## src/rtl/ask_frame_sync_if.sv

```systemverilog
// Bit-stream input and byte-stream output bundle of the ASK frame synchroniser.
// The master drives the demodulated bits; the slave returns bytes and lock status.
interface ask_frame_sync_if;
    logic       en;
    logic       bit_in;
    logic       bit_valid;
    logic [7:0] byte_out;
    logic       byte_valid;
    logic       frame_start;
    logic       frame_done;
    logic       locked;
    logic [7:0] sync_err_cnt;

    modport master (
        output en, bit_in, bit_valid,
        input  byte_out, byte_valid, frame_start,
        input  frame_done, locked, sync_err_cnt
    );

    modport slave (
        input  en, bit_in, bit_valid,
        output byte_out, byte_valid, frame_start,
        output frame_done, locked, sync_err_cnt
    );
endinterface

```

## src/rtl/ask_frame_sync.sv

```systemverilog
// Sync-word hunter and payload byte assembler behind the ASK demodulator.
// Flywheel verify tolerates a few bit errors and drops lock after repeated misses.
module ask_frame_sync #(
    parameter int unsigned SYNC_W        = 8,
    parameter logic [SYNC_W-1:0] SYNC_WORD = 8'hA5,
    parameter int unsigned PAYLOAD_BYTES = 4,
    parameter int unsigned SYNC_TOL      = 1,
    parameter int unsigned LOSS_LIM      = 2
) (
    input logic             clk,
    input logic             rst_n,
    ask_frame_sync_if.slave bus
);

    localparam int unsigned CNT_W  = $clog2((SYNC_W > 8) ? SYNC_W : 8);
    localparam int unsigned HAM_W  = $clog2(SYNC_W + 1);
    localparam int unsigned MISS_W = (LOSS_LIM > 1) ? $clog2(LOSS_LIM) : 1;

    typedef enum logic [1:0] {
        HUNT    = 2'd0,
        PAYLOAD = 2'd1,
        VERIFY  = 2'd2
    } state_t;

    state_t            state_q, state_d;
    logic [SYNC_W-1:0] sr_q, sr_d, sr_new;
    logic [7:0]        byte_sr_q, byte_sr_d, byte_new;
    logic [CNT_W-1:0]  bit_cnt_q, bit_cnt_d;
    logic [7:0]        byte_cnt_q, byte_cnt_d;
    logic [MISS_W-1:0] miss_q, miss_d;
    logic [7:0]        byte_out_q, byte_out_d;
    logic              byte_valid_q, byte_valid_d;
    logic              frame_start_q, frame_start_d;
    logic              frame_done_q, frame_done_d;
    logic              locked_q, locked_d;
    logic [7:0]        err_q, err_d;
    logic [HAM_W-1:0]  ham;
    logic              take;

    function automatic logic [HAM_W-1:0] popcount(input logic [SYNC_W-1:0] v);
        logic [HAM_W-1:0] n;
        n = '0;
        for (int i = 0; i < int'(SYNC_W); i++) begin
            n = n + HAM_W'(v[i]);
        end
        return n;
    endfunction

    assign take     = bus.en && bus.bit_valid;
    assign sr_new   = {sr_q[SYNC_W-2:0], bus.bit_in};
    assign byte_new = {byte_sr_q[6:0], bus.bit_in};
    assign ham      = popcount(sr_new ^ SYNC_WORD);

    always_comb begin
        state_d       = state_q;
        sr_d          = sr_q;
        byte_sr_d     = byte_sr_q;
        bit_cnt_d     = bit_cnt_q;
        byte_cnt_d    = byte_cnt_q;
        miss_d        = miss_q;
        byte_out_d    = byte_out_q;
        locked_d      = locked_q;
        err_d         = err_q;
        byte_valid_d  = 1'b0;
        frame_start_d = 1'b0;
        frame_done_d  = 1'b0;
        if (take) begin
            unique case (state_q)
                HUNT: begin
                    sr_d = sr_new;
                    if (sr_new == SYNC_WORD) begin
                        state_d       = PAYLOAD;
                        sr_d          = '0;
                        locked_d      = 1'b1;
                        frame_start_d = 1'b1;
                        bit_cnt_d     = '0;
                        byte_cnt_d    = '0;
                        miss_d        = '0;
                    end
                end
                PAYLOAD: begin
                    byte_sr_d = byte_new;
                    bit_cnt_d = bit_cnt_q + 1'b1;
                    if (bit_cnt_q == CNT_W'(7)) begin
                        bit_cnt_d    = '0;
                        byte_out_d   = byte_new;
                        byte_valid_d = 1'b1;
                        byte_cnt_d   = byte_cnt_q + 8'd1;
                        if (byte_cnt_q == 8'(PAYLOAD_BYTES - 1)) begin
                            frame_done_d = 1'b1;
                            state_d      = VERIFY;
                            sr_d         = '0;
                            byte_cnt_d   = '0;
                        end
                    end
                end
                VERIFY: begin
                    sr_d      = sr_new;
                    bit_cnt_d = bit_cnt_q + 1'b1;
                    if (bit_cnt_q == CNT_W'(SYNC_W - 1)) begin
                        bit_cnt_d = '0;
                        if (ham <= HAM_W'(SYNC_TOL)) begin
                            miss_d        = '0;
                            frame_start_d = 1'b1;
                            state_d       = PAYLOAD;
                        end else begin
                            if (err_q != 8'hFF) begin
                                err_d = err_q + 8'd1;
                            end
                            // last allowed miss: give up and hunt from a clean register
                            if (miss_q == MISS_W'(LOSS_LIM - 1)) begin
                                miss_d   = '0;
                                locked_d = 1'b0;
                                state_d  = HUNT;
                                sr_d     = '0;
                            end else begin
                                miss_d        = miss_q + 1'b1;
                                frame_start_d = 1'b1;
                                state_d       = PAYLOAD;
                            end
                        end
                    end
                end
                default: begin
                    state_d = HUNT;
                end
            endcase
        end
    end

    always_ff @(posedge clk) begin
        if (!rst_n) begin
            state_q       <= HUNT;
            sr_q          <= '0;
            byte_sr_q     <= '0;
            bit_cnt_q     <= '0;
            byte_cnt_q    <= '0;
            miss_q        <= '0;
            byte_out_q    <= '0;
            byte_valid_q  <= 1'b0;
            frame_start_q <= 1'b0;
            frame_done_q  <= 1'b0;
            locked_q      <= 1'b0;
            err_q         <= '0;
        end else begin
            state_q       <= state_d;
            sr_q          <= sr_d;
            byte_sr_q     <= byte_sr_d;
            bit_cnt_q     <= bit_cnt_d;
            byte_cnt_q    <= byte_cnt_d;
            miss_q        <= miss_d;
            byte_out_q    <= byte_out_d;
            byte_valid_q  <= byte_valid_d;
            frame_start_q <= frame_start_d;
            frame_done_q  <= frame_done_d;
            locked_q      <= locked_d;
            err_q         <= err_d;
        end
    end

    assign bus.byte_out     = byte_out_q;
    assign bus.byte_valid   = byte_valid_q;
    assign bus.frame_start  = frame_start_q;
    assign bus.frame_done   = frame_done_q;
    assign bus.locked       = locked_q;
    assign bus.sync_err_cnt = err_q;

endmodule
```

## src/flat_wrapper.sv

```systemverilog
// flat-port wrapper written by rule: the top's interface ports become plain ports
module ask_frame_sync_flat 
#(
    parameter int unsigned SYNC_W        = 8,
    parameter logic [SYNC_W-1:0] SYNC_WORD = 8'hA5,
    parameter int unsigned PAYLOAD_BYTES = 4,
    parameter int unsigned SYNC_TOL      = 1,
    parameter int unsigned LOSS_LIM      = 2
)
  (clk, rst_n, bus_en, bus_bit_in, bus_bit_valid, bus_byte_out, bus_byte_valid, bus_frame_start, bus_frame_done, bus_locked, bus_sync_err_cnt);
  ask_frame_sync_if bus_i ();
  input logic clk;
  input logic rst_n;
  input wire logic [$bits(bus_i.en)-1:0] bus_en;
  input wire logic [$bits(bus_i.bit_in)-1:0] bus_bit_in;
  input wire logic [$bits(bus_i.bit_valid)-1:0] bus_bit_valid;
  output wire logic [$bits(bus_i.byte_out)-1:0] bus_byte_out;
  output wire logic [$bits(bus_i.byte_valid)-1:0] bus_byte_valid;
  output wire logic [$bits(bus_i.frame_start)-1:0] bus_frame_start;
  output wire logic [$bits(bus_i.frame_done)-1:0] bus_frame_done;
  output wire logic [$bits(bus_i.locked)-1:0] bus_locked;
  output wire logic [$bits(bus_i.sync_err_cnt)-1:0] bus_sync_err_cnt;
  assign bus_i.en = bus_en;
  assign bus_i.bit_in = bus_bit_in;
  assign bus_i.bit_valid = bus_bit_valid;
  assign bus_byte_out = bus_i.byte_out;
  assign bus_byte_valid = bus_i.byte_valid;
  assign bus_frame_start = bus_i.frame_start;
  assign bus_frame_done = bus_i.frame_done;
  assign bus_locked = bus_i.locked;
  assign bus_sync_err_cnt = bus_i.sync_err_cnt;
  ask_frame_sync #(.SYNC_W(SYNC_W), .SYNC_WORD(SYNC_WORD), .PAYLOAD_BYTES(PAYLOAD_BYTES), .SYNC_TOL(SYNC_TOL), .LOSS_LIM(LOSS_LIM)) u_core (.clk(clk), .rst_n(rst_n), .bus(bus_i));
endmodule
```

## config.mk

```make
export PLATFORM = sky130hd
export DESIGN_NAME = ask_frame_sync_flat
export DESIGN_NICKNAME = d
export VERILOG_FILES = /design/src/rtl/ask_frame_sync_if.sv /design/src/rtl/ask_frame_sync.sv /design/src/flat_wrapper.sv
export SDC_FILE = /design/constraint.sdc
export NUM_CORES = 1
export LEC_CHECK = 0
export BUFFER_PORTS_ARGS = -buffer_cell sky130_fd_sc_hd__clkbuf_2
export CAP_MARGIN = 20
export CORE_UTILIZATION = 26
export CTS_BUF_LIST = sky130_fd_sc_hd__clkbuf_4 sky130_fd_sc_hd__clkbuf_8
export CTS_CLUSTER_DIAMETER = 60
export DETAILED_ROUTE_END_ITERATION = 16
export GPL_TIMING_DRIVEN = 0
export MAX_ROUTING_LAYER = met4
export PLACE_DENSITY = 0.53
export SLEW_MARGIN = 20
export SYNTH_ARGS = -nofsm -noshare
export SYNTH_HDL_FRONTEND = slang
export SYNTH_SLANG_ARGS = --single-unit
```

## constraint.sdc

```tcl
create_clock -name clk -period 6.65 [get_ports clk]
set_input_delay 0.665 -clock clk [delete_from_list [all_inputs] [get_ports clk]]
set_output_delay 0.665 -clock clk [all_outputs]
set_load 0.03 [all_outputs]
```

; ---- Word-level counts from Yosys, hierarchy flattened
; Index checks and enable logic that the tools add are counted.
[totals]
ff_bits = 48
latchBits = 0
ram_bits = 0
mem_bits_ro = 0
inputBits = 5
output_inout_bits = 20
n_memories = 0
[classes]
addsub = 11
multipliers = 0
n_div = 0
n_lt_le_gt_ge = 1
eq_ne = 12
shift = 0
muxes = 38
n_bitwise = 2
n_reduce_logical = 19
[ops]
columns = operator, count
row1 = 7-bit 2-to-1 mux, 6
row2 = 4-bit by 1-bit adder with 4-bit output, 6
row3 = 8-bit 2-to-1 mux, 3
row4 = 7-bit case mux with 3 select lines, 1
row5 = "8-bit by 1-bit adder with 8-bit output, second input constant", 2
row6 = 8-bit case mux with 2 select lines, 1
row7 = 4-bit AND reduction, 4
row8 = 1-bit 2-to-1 mux, 15
row9 = 2-bit 2-to-1 mux, 5
row10 = "2-bit by 1-bit inequality test with 1-bit output, second input constant", 5
row11 = 5-bit AND reduction, 2
row12 = 3-bit AND reduction, 3
row13 = "8-bit by 2-bit == test with 1-bit output, second input constant", 1
row14 = "8-bit == test, second input constant", 1
row15 = "8-bit inequality test, second input constant", 1
row16 = 3-bit 2-to-1 mux, 2
row17 = 1-bit case mux with 2 select lines, 3
row18 = 2-bit case mux with 3 select lines, 1
row19 = 3-bit case mux with 2 select lines, 1
row20 = 6-bit AND reduction, 1
row21 = 2-bit nonzero test, 3
row22 = "4-bit by 1-bit less-or-equal comparator with 1-bit output, second input constant", 1
row23 = 4-bit NOT, 1
row24 = 2-bit AND reduction, 2
row25 = other kinds (12), 12

; ---- Depth between registers and ports, before layout
; Gate-level depths: netlist (run 1).
[depth]
depth_word = 12
mapped_depth = 12
mapped_depth_nobuf = 12

; ---- Least setup slack after synthesis (run 1)
; OpenSTA, ideal clock, no wires.
[synth_path]
path_kind = in2reg
start = input bus_bit_in
end = register u_core.err_q[5] (netlist: u_core.bus.sync_err_cnt[5])
t_arrival_ns = 3.944
t_required_ns = 6.580
path_slack_ns = 2.635
stages = 12
path_buffers = 0
cell_sequence = inv_1 -> ha_1 -> fa_1 -> inv_1 -> fa_1 -> fa_1 -> fa_1 -> nand3b_1 -> nor2b_1 -> nand3_1 -> or4_1 -> a21oi_1
[synth_between]
elab_chain_cells = 11
[synth_rtl]
columns = item, line
row1 = from (decl), flat_wrapper.sv:15  ; input wire logic [$bits(bus_i.bit_in)-1:0] bus_bit_in;
row2 = 4-bit NOT (no source line), --
row3 = 1-bit by 1-bit adder with 2-bit output, ask_frame_sync.sv:44  ; n = n + HAM_W'(v[i]);
row4 = 4-bit by 1-bit adder with 4-bit output (6 in a row), ask_frame_sync.sv:44
row5 = 4-bit by 1-bit less-or-equal comparator with 1-bit output, ask_frame_sync.sv:102  ; if (ham <= HAM_W'(SYNC_TOL)) begin
row6 = 1-bit NOT (no source line), --
row7 = 5-bit AND reduction (no source line), --
row8 = to (signal assigned), ask_frame_sync.sv:157  ; err_q <= err_d;
row9 = to (decl), ask_frame_sync.sv:36  ; logic [7:0] err_q, err_d;
; Every way passes these cells.
; A chain may end at the register's enable or synchronous reset.

; ---- Final worst setup path (run 1)
; Same ends and word-level chain as after synthesis.

==> impl_metrics.csv, run 1 <==
group,metric,value,unit
status,status,"completed",
clock_tree,cts_tree,"done",
worst_setup_path,crit_arrival,4460,ps
clock_tree,root_buffer,"clkbuf_8",
timing,whs,457,ps
drt,drt_wl_total,6080,microns
drt,vias_per_cell,5.06,
clock_tree,ctsHoldBuffers,0,
yosys,synth_flop_cell,"dfxtp_1",
final_layout,drive_gt1_share,13.8,%
timing,tightestPinTransition,666,ps
floorplan,die_area,9760,sq um
clock_tree,cts_buffer_depth,2,
worst_setup_path,crit_required,6890,ps
floorplan,num_rows,34,
pwr,leakage,0.00103,uW
yosys,syn-num-nets,315,
yosys,post-synth-top-area-cell,"dfxtp_1",
global_route,grt_pass1_vias,2059,
placed_design,finalWeightedCongestion,0.792,
timing,maxSlewViolCount,0,
global_route,antenna_found_initial,0,
timing,max_slew_margin,55.6,%
drt,drc,0,
floorplan,initial_core_util,27.4,%
worst_setup_path,path_max_fanout,7,
drt,first_pass_iters,4,
drt,vias,2193,
final_layout,area_growth,15.8,%
run,cap_viol_max_count,0,
clock_tree,post_cts_buffers,0,
timing,setup_viol,0,
clock_tree,cts_buffers,5,
drt,dr.first_iter.drc_count,162,
timing,finalHoldViolations,0,
final_layout,finalNetCount,346,
placed_design,dp_hpwl,4490,microns
yosys,synth_cells,294,
worst_setup_path,critPathKind,"input pin to flop",
timing,fin_crit_sh,63.4,%
global_route,grt_usage,13.8,%
final_layout,diodes,0,
pwr,ir_worst_vdd,0.111,mV
clock_tree,numClockSinks,48,
drt,wl_per_cell,14.0,microns
floorplan,die_w,98.8,microns
worst_setup_path,cp-end-kind,"flop",
timing,rsz0062_at_grt,"false",
global_route,grt_max_degree,15,
timing,max_freq,237,MHz
timing,fin_crit,4220,ps
pwr,powerDensity,200,nW/um^2
clock_tree,clock_latency,300,ps
worst_setup_path,crit_start,"bus_bit_in",
global_route,grt.overflow.total,0,
floorplan,fp.coreArea,8890,sq um
worst_setup_path,r2r_start,"u_core.sr_q[0]",
yosys,yosysSeqAreaShare,39.5,%
yosys,yosysTopAreaCellShare,39.5,%
yosys,synth-edff-count,0,
clock_tree,cts_resized,0,
yosys,syn-cell-area,2430,sq um
timing,fin_setup_tns,0,ps
clock_tree,h-tree-depth,2,
clock_tree,path_clk_slew,90,ps
worst_hold_path,min-delay-start,"u_core.bus.byte_out[7]",
worst_setup_path,cp-start-kind,"input pin",
floorplan,io_pins,25,
yosys,yosysWarnings,0,
worst_hold_path,hp-class,"flop to flop",
yosys,yosys-top-cells-area,"dfxtp_1 (39%), nand2_1 (8.3%), ha_1 (6.2%)",
placed_design,portBuffers,24,
floorplan,die_h,98.8,microns
yosys,ys_ff_latch,48,
drt,drtAntennaViolNets,0,
yosys,synthDistinctLibCells,48,
yosys,async_flop_share,0,%
yosys,synth_area_per_cell,8.28,sq um
global_route,grt_first_pass_wirelength,10400,microns
final_layout,finalCoreUtilization,31.7,%
timing,skew,6.14,ps
==> Yosys cell counts (3+ instances only) <==
| master | number |
|---|---|
| a21oi_1 | 29 |
| and3_1 | 4 |
| buf_2 | 4 |
| clkbuf_1 | 7 |
| dfxtp_1 | 48 |
| fa_1 | 4 |
| ha_1 | 12 |
| inv_1 | 18 |
| nand2_1 | 54 |
| nand3_1 | 15 |
| nand4_1 | 9 |
| nor2_1 | 9 |
| nor3_1 | 8 |
| o21ai_0 | 14 |
| o22ai_1 | 3 |
| o31ai_1 | 3 |
| o32ai_1 | 6 |
| or3_2 | 3 |
| or4_1 | 4 |
| xnor2_1 | 3 |
==> worst paths after layout <==
path | end | slack, ps | depth (start not counted)
worst max-delay path | u_core.bus.sync_err_cnt[5] | 2430 | 13
worst min-delay path | u_core.bus.byte_out[7] | 460 | 2
worst max register to register | u_core.bus.sync_err_cnt[5] | 2690 | 11
worst min register to register | u_core.bus.byte_out[7] | 460 | 2
==> state kept, by name (all words and copies together), names as in the netlist <==
signal                   cells
u_core.sr_q                  7
u_core.bus.byte_valid        1
u_core.bus.frame_done        1
u_core.state_q               2
u_core.bus.sync_err_cnt      8
u_core.byte_cnt_q            8
u_core.bus.byte_out          8
u_core.bus.frame_start       1
u_core.miss_q                1
u_core.bus.locked            1
u_core.bit_cnt_q             3
u_core.byte_sr_q             7
==> worst max-delay path: stages <==
cell      delay (ps)
clkbuf_2         150
inv_1             60
ha_1             300
fa_1             530
inv_1             50
fa_1             470
fa_1             460
fa_1             510
nand3b_1         160
nor2b_1          190
nand3_1          240
or4_1            530
a21oi_1          140
==> stage by stage <==
step	instance area, sq um	setup WS [ps]	std cells	total power (uW)
6_report	2820	2430	433	565
2_1_floorplan	2430	2640	294	313
3_5_place_dp	2690	2110	426	323
5_1_grt	2820	2140	433	589
3_3_place_gp	2690	2170	426	322
4_1_cts	2820	2420	433	571
==> cell usage in the layout, fill, tap and decap left out, drive strengths merged, types with 4 or more instances in the layout <==
| cell type | synthesis | layout |
|---|---|---|
| inv | 18 | 18 |
| nor3 | 8 | 8 |
| nand2 | 55 | 55 |
| o22ai | 4 | 4 |
| buf | 5 | 5 |
| or3 | 4 | 4 |
| ha | 12 | 12 |
| nand3 | 15 | 15 |
| o32ai | 6 | 6 |
| dfxtp | 48 | 48 |
| a21oi | 29 | 29 |
| nor2 | 9 | 9 |
| and3 | 4 | 4 |
| nand4 | 9 | 9 |
| o21ai | 15 | 15 |
| fa | 4 | 4 |
| clkbuf | 7 | 36 |
| or4 | 4 | 4 |
| and2 | 4 | 4 |
==> power breakdown <==
group / internal, uW / switching [uW] / total, uW
clock network: 148 / 101 / 249
logic: 8.57 / 19.2 / 27.7
registers: 288 / 0.393 / 288
==> cell families (layout without fill, tap and decap cells) <==
family | after synthesis | after routing | synth area share (%)
AND/OR/NAND/NOR | 125 | 125 | 26.1
AO/OA/AOI/OAI | 71 | 71 | 18.7
flip-flops | 48 | 48 | 39.5
buffers and inverters | 30 | 61 | 4.83
adder cells (fa/ha/maj) | 16 | 16 | 9.46
XOR/XNOR | 3 | 3 | 1.08
multiplexers | 1 | 1 | 0.411
==> layer usage <==
metal / GRT usage, % / vias up / wire length (microns)
met3: 2.48 / 6 / 146
li1: - / 1114 / -
met4: 4.13 / 0 / 82
met5: - / - / 0
met1: 17.9 / 1041 / 3010
met2: 22.0 / 32 / 2840
==> cell type report <==
type                       instances  area (sq um)
inverter                          18          67.6
clock inverter                     2          60.1
buffer                            12          50.0
clock buffer                       5          68.8
tap                              108           135
multi-input combinational        216          1360
fill                             943          6070
sequential                        48           961
timing repair buffer              24           120
No activity file was read; power rests on OpenSTA's default activity.
==> inputs of run 2 (changes only) <==
clock period = 4.1 ns   (was 6.65 ns; I/O delays follow)
==> impl_metrics.csv, run 2 (same netlist as run 1, synthesis figures left out) <==
group,metric,value,unit
floorplan,num_rows,34,
global_route,grt_usage,13.8,%
drt,vias_per_cell,5.09,
timing,fin_crit,3930,ps
worst_hold_path,min-delay-start,"bus_bit_in",
worst_hold_path,hp-class,"input pin to flop",
clock_tree,clock_latency,310,ps
pwr,leakage,0.00103,uW
timing,tightestPinTransition,617,ps
placed_design,dp_hpwl,4490,microns
clock_tree,cts_buffer_depth,2,
drt,drt_wl_total,6110,microns
global_route,grt.overflow.total,0,
clock_tree,path_clk_slew,90,ps
clock_tree,root_buffer,"clkbuf_8",
drt,vias,2202,
drt,wl_per_cell,14.1,microns
final_layout,diodes,0,
timing,skew,9.59,ps
floorplan,io_pins,25,
timing,max_freq,254,MHz
pwr,total_power,918,uW
final_layout,area_growth,17.1,%
status,status,"completed",
placed_design,placedCellCount,426,
pwr,ir_worst_vdd,0.183,mV
placed_design,portBuffers,24,
timing,whs,418,ps
clock_tree,numClockSinks,48,
worst_setup_path,crit_start,"u_core.sr_q[0]",
drt,dr.first_iter.drc_count,109,
worst_setup_path,path_max_fanout,4,
timing,fin_crit_sh,95.9,%
worst_setup_path,r2r_start,"u_core.sr_q[0]",
global_route,grt_max_degree,15,
worst_setup_path,cp-start-kind,"flop",
timing,max_slew_margin,58.9,%
floorplan,die_area,9760,sq um
drt,drtAntennaViolNets,0,
final_layout,layout_commonest_cell,"nand2_1",
clock_tree,cts_tree,"done",
timing,finalHoldViolations,0,
timing,setup_viol,0,
final_layout,layout_common_cells,"nand2_1 (54), dfxtp_1 (48), a21oi_1 (29), clkbuf_2 (24), inv_1 (18)",
clock_tree,h-tree-depth,2,
final_layout,stdcell_count,433,
placed_design,finalWeightedCongestion,0.792,
final_layout,drive_gt1_share,15.4,%
floorplan,die_w,98.8,microns
final_layout,num-fill-cells,941,
worst_setup_path,cp-end-kind,"flop",
run,cap_viol_max_count,0,
worst_setup_path,critPathKind,"flop to flop",
clock_tree,post_cts_buffers,0,
worst_setup_path,crit_arrival,4140,ps
floorplan,die_h,98.8,microns
floorplan,initial_core_util,27.4,%
clock_tree,cts_buffers,5,
floorplan,fp.coreArea,8890,sq um
global_route,antenna_found_initial,0,
final_layout,finalNetCount,346,
clock_tree,ctsHoldBuffers,0,
pwr,powerDensity,322,nW/um^2
timing,maxSlewViolCount,0,
global_route,grt_first_pass_wirelength,10400,microns
drt,drc,0,
worst_setup_path,crit_required,4310,ps
drt,first_pass_iters,4,
global_route,grt_pass1_vias,2059,
[run 2: cell count changes in the layout (fill, tap and decap cells not counted)]
cell      previous run  this run
nor2b_2              0         1
nor2b_1              2         1
nand3_4              0         1
a211oi_2             0         1
o22ai_1              3         2
nor4_1               2         1
nand3_1             15        14
o22ai_2              1         2
nor4_2               0         1
a211oi_1             2         1
[run 2: area by class of cell]
cell class	count	area (sq um)	share of cell area, %
inverters	18	67.6	2.37
multi-input cells	216	1390	48.7
repair buffers	24	120	4.21
well taps	108	135	4.74
clock buffers	5	68.8	2.41
flip-flops and latches	48	961	33.7
plain buffers	12	50.0	1.76
clock inverters	2	60.1	2.11
[run 2: power breakdown]
part / switching, uW / total, uW / internal (uW)
registers: 0.636 / 467 / 467
clock network: 165 / 405 / 240
logic: 32.2 / 46.4 / 14.2
[run 2: worst max-delay path: stages, from the launching register on]
cell and delay [ps]:
dfxtp_1 340, ha_1 290, fa_1 520, inv_1 50, fa_1 460, fa_1 460
fa_1 580, nand2_1 100, or4_1 510, nand3_1 170, nand3_1 110, a211oi_2 250
[run 2: path summary, 6_finish.rpt]
path / to / slack [ps] / depth (start not counted)
max reg2reg: u_core.bus.frame_start / 170 / 11
min reg2reg: u_core.bus.byte_out[7] / 460 / 2
max: u_core.bus.frame_start / 170 / 11
min: u_core.byte_sr_q[0] / 420 / 3
[run 2: stage by stage]
| step | utilization, % | setup slack (ps) | setup TNS [ps] | instance area, sq um |
|---|---|---|---|---|
| after floorplan | - | 340 | 0 | 2430 |
| after global placement | 30.3 | -121 | -480 | 2690 |
| after detailed placement | 30.3 | -183 | -1560 | 2690 |
| after CTS | 31.7 | 127 | 0 | 2820 |
| after global routing | 32.1 | -5.58 | -5.58 | 2850 |
| final | 32.1 | 166 | 0 | 2850 |
[run 2: timing repair]
item / CTS / global route
endpoints found under the hold margin: 0 / 0
endpoints found under the setup margin: 0 / 5
resized for setup: 0 / 6
[run 2: layer usage]
metal  vias up  GRT usage [%]  routed length (microns)
met5         -              -                        0
met4         0           4.13                       82
met3         6           2.48                      183
met2        39           22.0                     2840
met1      1044           17.9                     3000
li1       1113              -                        -
